[config.mk]
export PLATFORM = sky130hd
export DESIGN_NAME = mem_req_arbiter
export DESIGN_NICKNAME = d
export VERILOG_FILES = /design/src/rtl/mem_arb_pkg.sv /design/src/rtl/mem_rd_tag_pipe.sv /design/src/rtl/mem_req_arbiter.sv
export SDC_FILE = /design/constraint.sdc
export NUM_CORES = 1
export LEC_CHECK = 0
export CAP_MARGIN = 15
export CORE_AREA = 2 2 99 101
export DETAILED_ROUTE_END_ITERATION = 12
export DIE_AREA = 0 0 101 103
export GPL_ROUTABILITY_DRIVEN = 0
export PLACE_DENSITY_LB_ADDON = 0.08
export SETUP_SLACK_MARGIN = 0.4
export SLEW_MARGIN = 40
export SYNTH_ARGS = -nofsm -noshare
export SYNTH_HDL_FRONTEND = slang
export SYNTH_SLANG_ARGS = --single-unit
export TNS_END_PERCENT = 20
[constraint.sdc]
create_clock -name clock -period 11.8 [get_ports clock]
set_input_delay 3.54 -clock clock [delete_from_list [all_inputs] [get_ports clock]]
set_output_delay 3.54 -clock clock [all_outputs]
set_load 0.02 [all_outputs]
[src/rtl/mem_arb_pkg.sv]
// Shared types and default sizing for the Memory request arbiter.
package mem_arb_pkg;

    localparam int unsigned ADDR_W_DEFAULT     = 16;
    localparam int unsigned DATA_W_DEFAULT     = 32;
    localparam int unsigned RD_LATENCY_DEFAULT = 1;
    localparam logic [15:0] MEM_TOP_DEFAULT    = 16'h2000;

    // Requester identity: 0 = compute core, 1 = host/loader.
    typedef logic port_id_t;

    // One entry of the read-return pipeline.
    typedef struct packed {
        logic     valid;
        port_id_t id;
        logic     err;
    } rd_tag_t;

    typedef enum logic [1:0] {
        LOCK_NONE = 2'd0,
        LOCK_P0   = 2'd1,
        LOCK_P1   = 2'd2
    } lock_t;

    function automatic lock_t lock_of(input port_id_t id);
        return id ? LOCK_P1 : LOCK_P0;
    endfunction

endpackage

[src/rtl/mem_rd_tag_pipe.sv]
// Delay line that carries read tags alongside the Memory read latency.
module mem_rd_tag_pipe
    import mem_arb_pkg::*;
#(
    parameter int unsigned RD_LATENCY = RD_LATENCY_DEFAULT
) (
    input  logic    clock,
    input  logic    reset,
    input  rd_tag_t tag_in,
    output rd_tag_t tag_out
);

    rd_tag_t stage [RD_LATENCY];

    // Shift tags one stage per cycle; reset drops everything in flight.
    always_ff @(posedge clock or posedge reset) begin
        if (reset) begin
            for (int unsigned i = 0; i < RD_LATENCY; i++) begin
                stage[i] <= '0;
            end
        end else begin
            stage[0] <= tag_in;
            for (int unsigned i = 1; i < RD_LATENCY; i++) begin
                stage[i] <= stage[i-1];
            end
        end
    end

    assign tag_out = stage[RD_LATENCY-1];

endmodule

[src/rtl/mem_req_arbiter.sv]
// Two-port round-robin arbiter in front of the single-port data Memory,
// with burst lock, address range checking and tagged read return.
module mem_req_arbiter
    import mem_arb_pkg::*;
#(
    parameter int unsigned        ADDR_W     = ADDR_W_DEFAULT,
    parameter int unsigned        DATA_W     = DATA_W_DEFAULT,
    parameter int unsigned        RD_LATENCY = RD_LATENCY_DEFAULT,
    parameter logic [ADDR_W-1:0]  MEM_TOP    = MEM_TOP_DEFAULT
) (
    input  logic              clock,
    input  logic              reset,

    input  logic              r0_req,
    input  logic              r0_we,
    input  logic              r0_lock,
    input  logic [ADDR_W-1:0] r0_addr,
    input  logic [DATA_W-1:0] r0_wdata,
    output logic              r0_gnt,
    output logic              r0_rvalid,
    output logic [DATA_W-1:0] r0_rdata,
    output logic              r0_err,

    input  logic              r1_req,
    input  logic              r1_we,
    input  logic              r1_lock,
    input  logic [ADDR_W-1:0] r1_addr,
    input  logic [DATA_W-1:0] r1_wdata,
    output logic              r1_gnt,
    output logic              r1_rvalid,
    output logic [DATA_W-1:0] r1_rdata,
    output logic              r1_err,

    output logic [ADDR_W-1:0] mem_address,
    output logic [DATA_W-1:0] mem_data,
    output logic              mem_wren,
    input  logic [DATA_W-1:0] mem_q
);

    port_id_t          prio;
    lock_t             lock_owner;
    logic [ADDR_W-1:0] addr_hold;
    logic [DATA_W-1:0] data_hold;

    logic              gnt0, gnt1, granted;
    port_id_t          sel_id;
    logic              sel_we, sel_lock, in_range;
    logic [ADDR_W-1:0] sel_addr;
    logic [DATA_W-1:0] sel_wdata;
    logic              wr_err;
    rd_tag_t           tag_in, tag_out;
    logic              rv0, rv1;

    // Grant selection: lock holder first, then sole requester, then prio.
    always_comb begin
        gnt0 = 1'b0;
        gnt1 = 1'b0;
        if (!reset) begin
            if (lock_owner == LOCK_P0 && r0_req) begin
                gnt0 = 1'b1;
            end else if (lock_owner == LOCK_P1 && r1_req) begin
                gnt1 = 1'b1;
            end else if (r0_req && r1_req) begin
                if (prio) gnt1 = 1'b1;
                else      gnt0 = 1'b1;
            end else if (r0_req) begin
                gnt0 = 1'b1;
            end else if (r1_req) begin
                gnt1 = 1'b1;
            end
        end
    end

    assign granted   = gnt0 | gnt1;
    assign sel_id    = gnt1;
    assign sel_we    = gnt1 ? r1_we    : r0_we;
    assign sel_lock  = gnt1 ? r1_lock  : r0_lock;
    assign sel_addr  = gnt1 ? r1_addr  : r0_addr;
    assign sel_wdata = gnt1 ? r1_wdata : r0_wdata;
    assign in_range  = sel_addr < MEM_TOP;
    assign wr_err    = granted & sel_we & ~in_range;

    // Memory bus follows the grant and otherwise parks on the last transfer.
    assign mem_address = granted ? sel_addr  : addr_hold;
    assign mem_data    = granted ? sel_wdata : data_hold;
    assign mem_wren    = granted & sel_we & in_range;

    // Round-robin pointer, burst lock and parked bus values.
    // A lock whose owner stops requesting is released even with no transfer.
    always_ff @(posedge clock or posedge reset) begin
        if (reset) begin
            prio       <= 1'b0;
            lock_owner <= LOCK_NONE;
            addr_hold  <= '0;
            data_hold  <= '0;
        end else if (granted) begin
            prio       <= ~sel_id;
            lock_owner <= sel_lock ? lock_of(sel_id) : LOCK_NONE;
            addr_hold  <= sel_addr;
            data_hold  <= sel_wdata;
        end else if ((lock_owner == LOCK_P0 && !r0_req) ||
                     (lock_owner == LOCK_P1 && !r1_req)) begin
            lock_owner <= LOCK_NONE;
        end
    end

    assign tag_in = '{valid: granted & ~sel_we, id: sel_id, err: ~in_range};

    mem_rd_tag_pipe #(
        .RD_LATENCY (RD_LATENCY)
    ) u_rd_pipe (
        .clock   (clock),
        .reset   (reset),
        .tag_in  (tag_in),
        .tag_out (tag_out)
    );

    assign rv0 = ~reset & tag_out.valid & (tag_out.id == 1'b0);
    assign rv1 = ~reset & tag_out.valid & (tag_out.id == 1'b1);

    assign r0_gnt    = gnt0;
    assign r1_gnt    = gnt1;
    assign r0_rvalid = rv0;
    assign r1_rvalid = rv1;
    assign r0_rdata  = (rv0 && !tag_out.err) ? mem_q : '0;
    assign r1_rdata  = (rv1 && !tag_out.err) ? mem_q : '0;
    assign r0_err    = (gnt0 & wr_err) | (rv0 & tag_out.err);
    assign r1_err    = (gnt1 & wr_err) | (rv1 & tag_out.err);

endmodule

Word-level counts from Yosys, hierarchy flattened --
Cells that the tools add are included.
Word-level totals: register bits after elaboration 54, latch bits 0, memory bits (writable) 0, memory bits (read-only) 0, bits of input ports 136, output and inout port bits 119, logic and storage cells 66, memories kept 0
Operators by class: add/subtract/negate cells 0, multipliers 0, divide/modulo/power cells 0, order comparisons 1, equality and inequality tests 2, shifts and indexed selects 0, mux-type cells 25, bitwise operators 19, reductions and logical operators 12
Operators with widths (number):
- $mux W32 | 4
- $mux W16 | 2
- $lt A16 B14 Y1 const B | 1
- $mux W1 | 15
- $and A1 B1 Y1 | 11
- $mux W2 | 4
- $logic_and A1 B1 Y1 | 7
- $not A1 Y1 | 5
- $logic_not A1 Y1 | 3
- $or A1 B1 Y1 | 3
- $eq A2 B1 Y1 const B | 1
- $eq A2 B2 Y1 const B | 1
- $reduce_bool A2 Y1 | 1
- $logic_or A1 B1 Y1 | 1

Depth between registers and ports, before layout --
Gate-level depths: netlist (run 1).
word-level depth 12, depth in mapped cells 7, gate-level depth less buffers 5

Modules after synthesis --
Synthesis (run 1) repeated with hierarchy kept, for this count alone.
Second synthesis, totals: cell total of the unflattened synthesis 343, area, all modules 3439.5 um^2
By module, submodules not included:
- mem_req_arbiter | times used 1, cells each 339, area an instance 3360.7 um^2, seq. area each 1276.2 um^2
- mem_rd_tag_pipe | times used 1, cells each 4, area an instance 78.8 um^2, seq. area each 75.1 um^2

Least setup slack after synthesis (run 1) --
No wires, ideal clock.
path kind input-to-output, from in reset, to out mem_address[15], arrival time 6288 ps, data required time 8260 ps, setup slack 1972 ps, cell stages on the path 4, buffers on the path 1, path through inv_1 -> clkbuf_1 -> o22ai_1 -> nor3_1
On the way: cells in the longest elaborated chain, start to end 3, elaborated cells between the ends (all ways) 5, classes of those cells mux (4); bitwise (1)
RTL lines:
- start: declaration | line mem_req_arbiter.sv:12 | input logic reset,
- $mux W1 | line mem_req_arbiter.sv:58 | if (!reset) begin
- $mux W16 / $or A1 B1 Y1 (equally long branches) | line mem_req_arbiter.sv:78, mem_req_arbiter.sv:74
- $mux W16 *
- end: declaration | line mem_req_arbiter.sv:34 | output logic [ADDR_W-1:0] mem_address,
Every way passes the cells marked *; elsewhere a longest branch is shown, timed or not.

Worst setup path in the final report (run 1) --
from in reset, to out mem_data[29]
On the way: cells in the longest elaborated chain, start to end 3, elaborated cells between the ends (all ways) 5, classes of those cells mux (4); bitwise (1)
RTL lines:
- $mux W1 | line mem_req_arbiter.sv:58
- $mux W32 / $or A1 B1 Y1 (equally long branches) | line mem_req_arbiter.sv:79, mem_req_arbiter.sv:74
- $mux W32 *
- end: declaration | line mem_req_arbiter.sv:35 | output logic [DATA_W-1:0] mem_data,
Marked as above.

==> flow_metrics.env, run 1 <==
export IMPL_synth_area_leaders="dfrtp_1 39%, and2_1 12%, a2bb2oi_1 11%"
export IMPL_crit_type="in -> out"
export IMPL_grt_max_degree=61
export IMPL_peakVddDrop_uv=73.1
export IMPL_crit_path_max_fanout=60
export IMPL_synth_most_common_cell="and2_1"
export IMPL_drtIter0Drc=176
export IMPL_ys_seq_elements=54
export IMPL_synthArstFlopShare_pct=100
export IMPL_synth_common_cells="65 x and2_1, 54 x dfrtp_1, 48 x o22ai_1, 45 x a2bb2oi_1, 28 x o221a_1"
export IMPL_synth_top_area_cell="dfrtp_1"
export IMPL_grt_first_pass_wirelength_mm=20.0
export IMPL_grt_pass1_vias=3846
export IMPL_dr_total_vias=3960
export IMPL_rsz0062_at_grt="false"
export IMPL_outcome="complete, no violations"
export IMPL_ant_nets=0
export IMPL_routed_wl_mm=13.6
export IMPL_fin_crit_sh_pct=84.6
export IMPL_max_cap_viol_count=0
export IMPL_skew_ps=5.88
export IMPL_grt_remaining_overflow=0
export IMPL_multi_input_area_um2=1920
export IMPL_cts_root_buf="clkbuf_8"
export IMPL_post_cts_buffers=0
export IMPL_start_util_pct=36.8
export IMPL_synth_cells=344
export IMPL_cp_arrival_ps=6440
export IMPL_yosys_area_top_type_share_pct=38.8
export IMPL_grt_use_total_pct=24.3
export IMPL_cts_resized=0
export IMPL_yosysWarnings=0
export IMPL_p_total_mw=0.652
export IMPL_drc=0
export IMPL_worst_pin_slew_ps=748
export IMPL_num_io_pins=255
export IMPL_syn_nets=480
export IMPL_yosys_cell_types_count=38
export IMPL_die_y_um=103
export IMPL_power_per_cell_area_nw_per_um2=107
export IMPL_timing_slew_headroom_pct=50.1
export IMPL_critPathLaunchType="input port"
export IMPL_postCtsHoldBufs=0
export IMPL_cts_tree="done"
export IMPL_cts_reportedPaths_clkPinSlew_ps=100
export IMPL_cts_sinks=54
export IMPL_portBuffers=254
export IMPL_area_delta_synth_final_pct=75.4
export IMPL_synth_seq_area_share_pct=38.8
export IMPL_tns_ps=0
export IMPL_cp_slowest_cell="buf_4"
export IMPL_end_kind="output pin"
export IMPL_antenna_found_initial=1
export IMPL_viasPerCell=5.74
export IMPL_drv_slew=0
export IMPL_hold_path_class="reg -> reg"
export IMPL_fmax_ghz=0.100
export IMPL_holdWs_ps=581
export IMPL_leakagePower_nw=2.31
export IMPL_ys_flop_type="dfrtp_1"
export IMPL_slowest_delay_ps=660
export IMPL_cp_common_cell="clkdlybuf4s50_1"
export IMPL_synth_edf_count=0
export IMPL_dieWidth_um=101
export IMPL_worstSkewPairLatency_ps=300
export IMPL_regArea_um2=1350
export IMPL_hpwl_mm=9.87
export IMPL_worstPathRequired_ps=8260
export IMPL_cts_htree_levels=2
export IMPL_dieArea_um2=10400
export IMPL_clock_path_buffers=2
export IMPL_synth_avg_cell_area_um2=10.1
export IMPL_setup_viol=0
export IMPL_fp_coreArea_um2=9460
export IMPL_fin_crit_ps=9980
export IMPL_drtPass1Iterations=4
export IMPL_syn_area_um2=3480
export IMPL_fillers=799
export IMPL_hold_viol_final=0
export IMPL_crit_chain="clkdlybuf4s50_1, clkinv_2, buf_4, a2bb2oi_1, o221a_1, clkdlybuf4s50_1"
export IMPL_wl_per_cell_um=19.6
export IMPL_r2r_slack_ps=9650
export IMPL_nets=710
export IMPL_numCtsBuffers=5
export IMPL_placementRows=36
export IMPL_drive_gt1_share_pct=6.96
## power by group
part	internal (mW)	total [mW]	leakage, nW	switching [mW]
sequential	0.220	0.241	0.620	0.0209
clock	0.0476	0.109	0.0482	0.0612
combinational	0.166	0.302	1.64	0.136
total	0.434	0.652	2.31	0.218
## area by class of cell
class,instances,share of cell area (%)
clock inverter,1,0.0819
timing repair buffer,260,42.3
multi-input combinational,248,31.4
tap,114,2.33
inverter,5,0.348
sequential,54,22.1
clock buffer,7,1.41
antenna,1,0.0410
## metal layers
metal	vias to the layer above	wire (um)	share of wire (%)	global-route usage, %
li1	1843	-	-	-
met1	1909	5280	39	28.1
met2	188	6860	51	43.3
met3	20	1130	8.3	6.98
met4	0	283	2.1	8.52
met5	-	0	0	0
## worst max-delay path: cells and delay by family
kind                   cells  cell delay (ps)
AOI/OAI and AO/OA          2              480
buffers and inverters      4             2370
## cell usage in the layout, fill, tap and decap left out, drive strengths merged, types with 2 or more instances in the layout
cell	instances
o22a	2
nand2b	2
nor2	8
and2	65
inv	3
o21a	2
nor3	2
o21ai	3
clkdlybuf4s50	253
buf	7
a32o	2
clkinv	3
a2bb2oi	45
o221a	45
dfrtp	54
clkbuf	7
nor2b	3
a21oi	2
o22ai	48
nand2	4
## registers in the layout (all words and copies together) (netlist names)
signal,count
addr_hold,16
data_hold,32
lock_owner,2
prio,1
u_rd_pipe.tag_out,3
## through the flow
step | setup WS [ps] | std cells | utilization [%] | area (um^2)
floorplan | 1970 | 344 | - | 3480
global placement | 1860 | 681 | 63.6 | 6010
detailed placement | 1810 | 681 | 63.6 | 6010
CTS | 1780 | 689 | 64.6 | 6110
global route | 1560 | 690 | 64.6 | 6110
finish | 1820 | 690 | 64.6 | 6110
## cell families after synthesis
group	count (synthesis)	synth area share, %
AOI/OAI and AO/OA	159	39.6
and+or+nand+nor	89	15.4
DFF	54	38.8
buffers and inverters	42	6.21
## worst paths after layout
path                                    startpoint                        end  cells after the start
min in group asynchronous                    reset    addr_hold[12]$_DFF_PP0_                      2
min                        addr_hold[14]$_DFF_PP0_    addr_hold[14]$_DFF_PP0_                      2
max                                          reset               mem_data[29]                      6
min reg2reg                addr_hold[14]$_DFF_PP0_    addr_hold[14]$_DFF_PP0_                      2
max in group asynchronous                    reset    data_hold[23]$_DFF_PP0_                      3
max reg2reg                       prio$_DFFE_PP0N_  lock_owner[1]$_DFFE_PP0P_                      6
Note: power is estimated with default switching activity, not from simulation.
==> run 2, diff against run 1 <==
--- a/config.mk
+++ b/config.mk
@@ -6,9 +6,8 @@
 export NUM_CORES = 1
 export LEC_CHECK = 0
 export CAP_MARGIN = 15
-export CORE_AREA = 2 2 99 101
+export CORE_UTILIZATION = 35
 export DETAILED_ROUTE_END_ITERATION = 12
-export DIE_AREA = 0 0 101 103
 export GPL_ROUTABILITY_DRIVEN = 0
 export PLACE_DENSITY_LB_ADDON = 0.08
 export SETUP_SLACK_MARGIN = 0.4
==> constraint.sdc (replaced) <==
create_clock -name clock -period 10.3 [get_ports clock]
set_input_delay 3.09 -clock clock [delete_from_list [all_inputs] [get_ports clock]]
set_output_delay 3.09 -clock clock [all_outputs]
set_load 0.02 [all_outputs]
==> flow_metrics.env, run 2 (same netlist as run 1, synthesis figures left out) <==
export IMPL_outcome="complete, no violations"
export IMPL_area_delta_synth_final_pct=76.5
export IMPL_grt_use_total_pct=23.8
export IMPL_ant_nets=0
export IMPL_grt_remaining_overflow=0
export IMPL_rsz0062_at_grt="false"
export IMPL_cp_arrival_ps=5870
export IMPL_hold_path_depth=2
export IMPL_numCtsBuffers=5
export IMPL_tns_ps=0
export IMPL_path_buf_inv=2
export IMPL_crit_type="in -> out"
export IMPL_cts_reportedPaths_clkPinSlew_ps=100
export IMPL_timing_slew_headroom_pct=46.4
export IMPL_leakagePower_nw=2.31
export IMPL_fin_crit_sh_pct=87.0
export IMPL_grt_busiest_layer="met2"
export IMPL_hold_path_class="reg -> reg"
export IMPL_cp_slowest_cell="clkdlybuf4s50_1"
export IMPL_cp_startpoint="reset"
export IMPL_drtIter0Drc=251
export IMPL_clock_path_buffers=2
export IMPL_r2r_worst_path_cells=6
export IMPL_cts_resized=0
export IMPL_drv_slew=0
export IMPL_p_clk_share_pct=17.0
export IMPL_use_met1_pct=28.5
export IMPL_power_per_cell_area_nw_per_um2=122
export IMPL_power_frac_seq_pct=36.8
export IMPL_dr_total_vias=3915
export IMPL_layoutNonFillerInstCount=710
export IMPL_swShare_pct=34.1
export IMPL_hpwl_mm=9.26
export IMPL_crit_family="simple AND/OR/NAND/NOR gates"
export IMPL_largest_reg_flops=32
export IMPL_slowest_delay_ps=660
export IMPL_wl_per_cell_um=18.1
export IMPL_fin_util_pct=63.2
export IMPL_nets=711
export IMPL_die_y_um=102
export IMPL_p_int_mw=0.493
export IMPL_use_met2_pct=41.5
export IMPL_viasPerCell=5.51
export IMPL_worst_pin_slew_ps=804
export IMPL_r2r_end="addr_hold[14]$_DFF_PP0_"
export IMPL_cp_common_cell="clkdlybuf4s50_1"
export IMPL_rr_startpoint="prio$_DFFE_PP0N_"
export IMPL_peakVddDrop_uv=81.1
export IMPL_grt_pass1_vias=3664
export IMPL_regMostFlops="data_hold"
export IMPL_antenna_found_initial=1
export IMPL_num_io_pins=255
export IMPL_placementRows=36
export IMPL_grt_max_degree=51
export IMPL_worstSetupPathDepth=6
export IMPL_end_kind="output pin"
export IMPL_routed_wl_mm=12.9
export IMPL_grt_first_pass_wirelength_mm=19.3
export IMPL_drive_gt1_share_pct=7.29
export IMPL_place_inst=701
export IMPL_worstPathRequired_ps=7210
export IMPL_drtPass1Iterations=4
export IMPL_final_cell_mix="253 x clkdlybuf4s50_1, 65 x and2_1, 54 x dfrtp_1, 48 x o22ai_1, 45 x a2bb2oi_1"
export IMPL_setup_viol=0
export IMPL_critPathLaunchType="input port"
export IMPL_skew_ps=15.3
export IMPL_fmax_ghz=0.112
export IMPL_drc=0
export IMPL_cts_htree_levels=2
export IMPL_cts_sinks=54
export IMPL_r2r_slack_ps=7770
export IMPL_start_util_pct=35.8
export IMPL_fp_coreArea_um2=9730
export IMPL_post_cts_buffers=0
export IMPL_combPwrFrac_pct=46.2
export IMPL_cts_tree="done"
export IMPL_hold_viol_final=0
export IMPL_cts_root_buf="clkbuf_8"
export IMPL_power_switching_mw=0.255
export IMPL_crit_path_max_fanout=47
export IMPL_use_met3_pct=5.45
export IMPL_dieWidth_um=102
export IMPL_portBuffers=254
export IMPL_crit_chain="clkdlybuf4s50_1, nand2b_2, or3_4, nor2_1, nor3_1, clkdlybuf4s50_1"
export IMPL_layout_commonest_cell="clkdlybuf4s50_1"
export IMPL_dieArea_um2=10400
export IMPL_holdWs_ps=566
export IMPL_postCtsHoldBufs=0
export IMPL_fin_crit_ps=8960
export IMPL_max_cap_viol_count=0
export IMPL_worstSkewPairLatency_ps=310
export IMPL_endpoint="mem_address[13]"
-- run 2: changes by cell type in the layout (fill, tap and decap cells not counted), sizes merged --
| cell | change |
|---|---|
| clkinv | +1 |
| clkbuf | -2 |
| buf | +1 |
| inv | +1 |
-- run 2: metal layers --
metal / vias to the layer above / part of all wire, % / wire length [um]
li1: 1852 / - / -
met1: 1857 / 40 / 5150
met2: 192 / 50 / 6480
met3: 14 / 7.9 / 1020
met4: 0 / 1.9 / 240
met5: - / 0 / 0
-- run 2: worst register-to-register path, cell delays in order (launching register included) --
cell and delay, ps:
dfrtp_1 450, and2_1 240, o31ai_4 710, buf_4 490, inv_1 260, nand2_1 130
a31oi_1 110
-- run 2: final cells by class --
| class | instances | area [um^2] |
|---|---|---|
| inverters | 5 | 21.3 |
| flip-flops and latches | 54 | 1350 |
| clock buffers | 5 | 68.8 |
| clock inverters | 3 | 28.8 |
| fillers | 812 | 3580 |
| multi-input cells | 248 | 1920 |
| well taps | 133 | 166 |
| repair buffers | 261 | 2590 |
| diodes | 1 | 2.50 |
-- run 2: metrics by stage --
stage | power [mW] | setup WS, ps | cell area [um^2]
finish | 0.749 | 1340 | 6150
global route | 0.789 | 1120 | 6150
CTS | 0.755 | 1330 | 6140
detailed placement | 0.623 | 1330 | 6050
global placement | 0.618 | 1350 | 6050
floorplan | 0.464 | 1370 | 3480
-- run 2: how the worst min path moves through the flow --
stage          slack (ps)                       from                   endpoint
2_1_floorplan         510  lock_owner[0]$_DFFE_PP0P_  lock_owner[0]$_DFFE_PP0P_
3_3_place_gp          540    addr_hold[14]$_DFF_PP0_    addr_hold[14]$_DFF_PP0_
3_5_place_dp          550    addr_hold[14]$_DFF_PP0_    addr_hold[14]$_DFF_PP0_
4_1_cts               560    addr_hold[14]$_DFF_PP0_    addr_hold[14]$_DFF_PP0_
5_1_grt               640    addr_hold[14]$_DFF_PP0_    addr_hold[14]$_DFF_PP0_
6_report              570    addr_hold[14]$_DFF_PP0_    addr_hold[14]$_DFF_PP0_
-- run 2: power groups by stage --
stage          Sequential, mW  Clock [mW]  Combinational, mW
2_1_floorplan           0.274           0              0.191
3_3_place_gp            0.277           0              0.341
3_5_place_dp            0.279           0              0.344
4_1_cts                 0.275       0.134              0.347
5_1_grt                 0.280       0.141              0.367
6_report                0.276       0.127              0.346
==> run 3, diff against run 2 <==
--- a/config.mk
+++ b/config.mk
@@ -6,12 +6,13 @@
 export NUM_CORES = 1
 export LEC_CHECK = 0
 export CAP_MARGIN = 15
-export CORE_UTILIZATION = 35
+export CORE_AREA = 2 2 99 101
 export DETAILED_ROUTE_END_ITERATION = 12
+export DIE_AREA = 0 0 101 103
 export GPL_ROUTABILITY_DRIVEN = 0
 export PLACE_DENSITY_LB_ADDON = 0.08
 export SETUP_SLACK_MARGIN = 0.4
-export SLEW_MARGIN = 40
+export SLEW_MARGIN = 20
 export SYNTH_ARGS = -nofsm -noshare
 export SYNTH_HDL_FRONTEND = slang
 export SYNTH_SLANG_ARGS = --single-unit
==> constraint.sdc (replaced) <==
create_clock -name clock -period 11.51 [get_ports clock]
set_input_delay 3.453 -clock clock [delete_from_list [all_inputs] [get_ports clock]]
set_output_delay 3.453 -clock clock [all_outputs]
set_load 0.02 [all_outputs]
==> flow_metrics.env, run 3 (same netlist as run 1, synthesis figures left out) <==
export IMPL_cts_sinks=54
export IMPL_cts_tree="done"
export IMPL_dieWidth_um=101
export IMPL_post_cts_buffers=0
export IMPL_swShare_pct=33.6
export IMPL_placementRows=36
export IMPL_hold_viol_final=0
export IMPL_leakagePower_nw=2.31
export IMPL_wl_per_cell_um=19.7
export IMPL_crit_chain="clkdlybuf4s50_1, nand2b_2, or3_4, nor2_1, nor3_1, clkdlybuf4s50_1"
export IMPL_drv_slew=0
export IMPL_cts_resized=0
export IMPL_power_switching_mw=0.225
export IMPL_power_frac_seq_pct=36.8
export IMPL_portBuffers=254
export IMPL_tns_ps=0
export IMPL_drive_gt1_share_pct=6.96
export IMPL_routed_wl_mm=13.6
export IMPL_die_y_um=103
export IMPL_hpwl_mm=9.79
export IMPL_timing_slew_headroom_pct=40.7
export IMPL_setup_viol=0
export IMPL_cts_reportedPaths_clkPinSlew_ps=100
export IMPL_power_per_cell_area_nw_per_um2=110
export IMPL_drc=0
export IMPL_worst_pin_slew_ps=888
export IMPL_p_clk_share_pct=16.8
export IMPL_grt_pass1_vias=3819
export IMPL_start_util_pct=36.8
export IMPL_numCtsBuffers=5
export IMPL_area_delta_synth_final_pct=75.4
export IMPL_holdWs_ps=566
export IMPL_fmax_ghz=0.102
export IMPL_regMostFlops="data_hold"
export IMPL_cp_common_cell="clkdlybuf4s50_1"
export IMPL_num_io_pins=255
export IMPL_postCtsHoldBufs=0
export IMPL_fp_coreArea_um2=9460
export IMPL_cts_root_buf="clkbuf_8"
export IMPL_critPathLaunchType="input port"
export IMPL_p_int_mw=0.445
export IMPL_slowest_delay_ps=650
export IMPL_cp_slowest_cell="clkdlybuf4s50_1"
export IMPL_worstSkewPairLatency_ps=310
export IMPL_peakVddDrop_uv=91.7
export IMPL_crit_type="in -> out"
export IMPL_grt_use_total_pct=24.8
export IMPL_combPwrFrac_pct=46.4
export IMPL_grt_remaining_overflow=0
export IMPL_drtIter0Drc=175
export IMPL_worstPathRequired_ps=8060
export IMPL_path_buf_inv=2
export IMPL_outcome="complete, no violations"
export IMPL_dr_total_vias=3930
export IMPL_crit_path_max_fanout=47
export IMPL_fin_crit_sh_pct=85.2
export IMPL_drtPass1Iterations=5
export IMPL_largest_reg_flops=32
export IMPL_grt_first_pass_wirelength_mm=20.2
export IMPL_viasPerCell=5.70
export IMPL_dieArea_um2=10400
export IMPL_skew_ps=4.48
export IMPL_antenna_found_initial=1
export IMPL_end_kind="output pin"
export IMPL_layout_commonest_cell="clkdlybuf4s50_1"
export IMPL_crit_family="simple AND/OR/NAND/NOR gates"
export IMPL_ant_nets=0
export IMPL_nets=710
export IMPL_fin_crit_ps=9810
export IMPL_final_cell_mix="253 x clkdlybuf4s50_1, 65 x and2_1, 54 x dfrtp_1, 48 x o22ai_1, 45 x a2bb2oi_1"
export IMPL_max_cap_viol_count=0
export IMPL_hold_path_class="reg -> reg"
export IMPL_grt_max_degree=61
export IMPL_cts_htree_levels=2
export IMPL_rsz0062_at_grt="false"
export IMPL_clock_path_buffers=2
export IMPL_cp_arrival_ps=6360
-- run 3: power groups by stage --
stage	Sequential (mW)	Combinational, mW	Clock [mW]
4_1_cts	0.247	0.312	0.116
6_report	0.247	0.310	0.112
3_5_place_dp	0.251	0.310	0
2_1_floorplan	0.245	0.171	0
3_3_place_gp	0.248	0.307	0
5_1_grt	0.252	0.331	0.123
-- run 3: metrics by stage --
stage	instance area (um^2)	total power, mW	util [%]	setup slack, ps	std cells
floorplan	3480	0.415	-	1860	344
global placement	6010	0.555	63.6	1740	681
detailed placement	6010	0.560	63.6	1710	681
CTS	6110	0.675	64.6	1690	689
global route	6110	0.705	64.6	1450	690
finish	6110	0.670	64.6	1700	690
-- run 3: worst paths after layout --
kind                                          from                   endpoint  slack [ps]  depth (start not counted)
hold / removal             addr_hold[14]$_DFF_PP0_    addr_hold[14]$_DFF_PP0_         570                          2
setup / recovery                             reset            mem_address[15]        1700                          6
hold reg to reg            addr_hold[14]$_DFF_PP0_    addr_hold[14]$_DFF_PP0_         570                          2
min in group asynchronous                    reset     data_hold[4]$_DFF_PP0_        3740                          2
max in group asynchronous                    reset    data_hold[27]$_DFF_PP0_        6650                          3
setup reg to reg                  prio$_DFFE_PP0N_  lock_owner[1]$_DFFE_PP0P_        9350                          6
-- run 3: cell type report --
| cell class | instances | area [um^2] |
|---|---|---|
| Inverter | 5 | 20.0 |
| Tap cell | 114 | 143 |
| Fill cell | 779 | 3350 |
| Antenna cell | 1 | 2.50 |
| Sequential cell | 54 | 1350 |
| Multi-Input combinational cell | 248 | 1920 |
| Clock inverter | 1 | 5.00 |
| Timing Repair Buffer | 260 | 2580 |
| Clock buffer | 7 | 86.3 |
-- run 3: worst register-to-register path, stage by stage (launching register included) --
cell,delay [ps]
dfrtp_1,430
and2_1,240
o31ai_4,250
buf_4,500
inv_1,350
nand2_1,140
o21ai_0,120
-- run 3: metal layers --
metal | vias up | track usage (%) | part of all wire (%)
met2 | 179 | 43.4 | 51
met3 | 21 | 7.05 | 8.7
met1 | 1897 | 29.6 | 38
met5 | - | 0 | 0
li1 | 1833 | - | -
met4 | 0 | 7.80 | 2.0
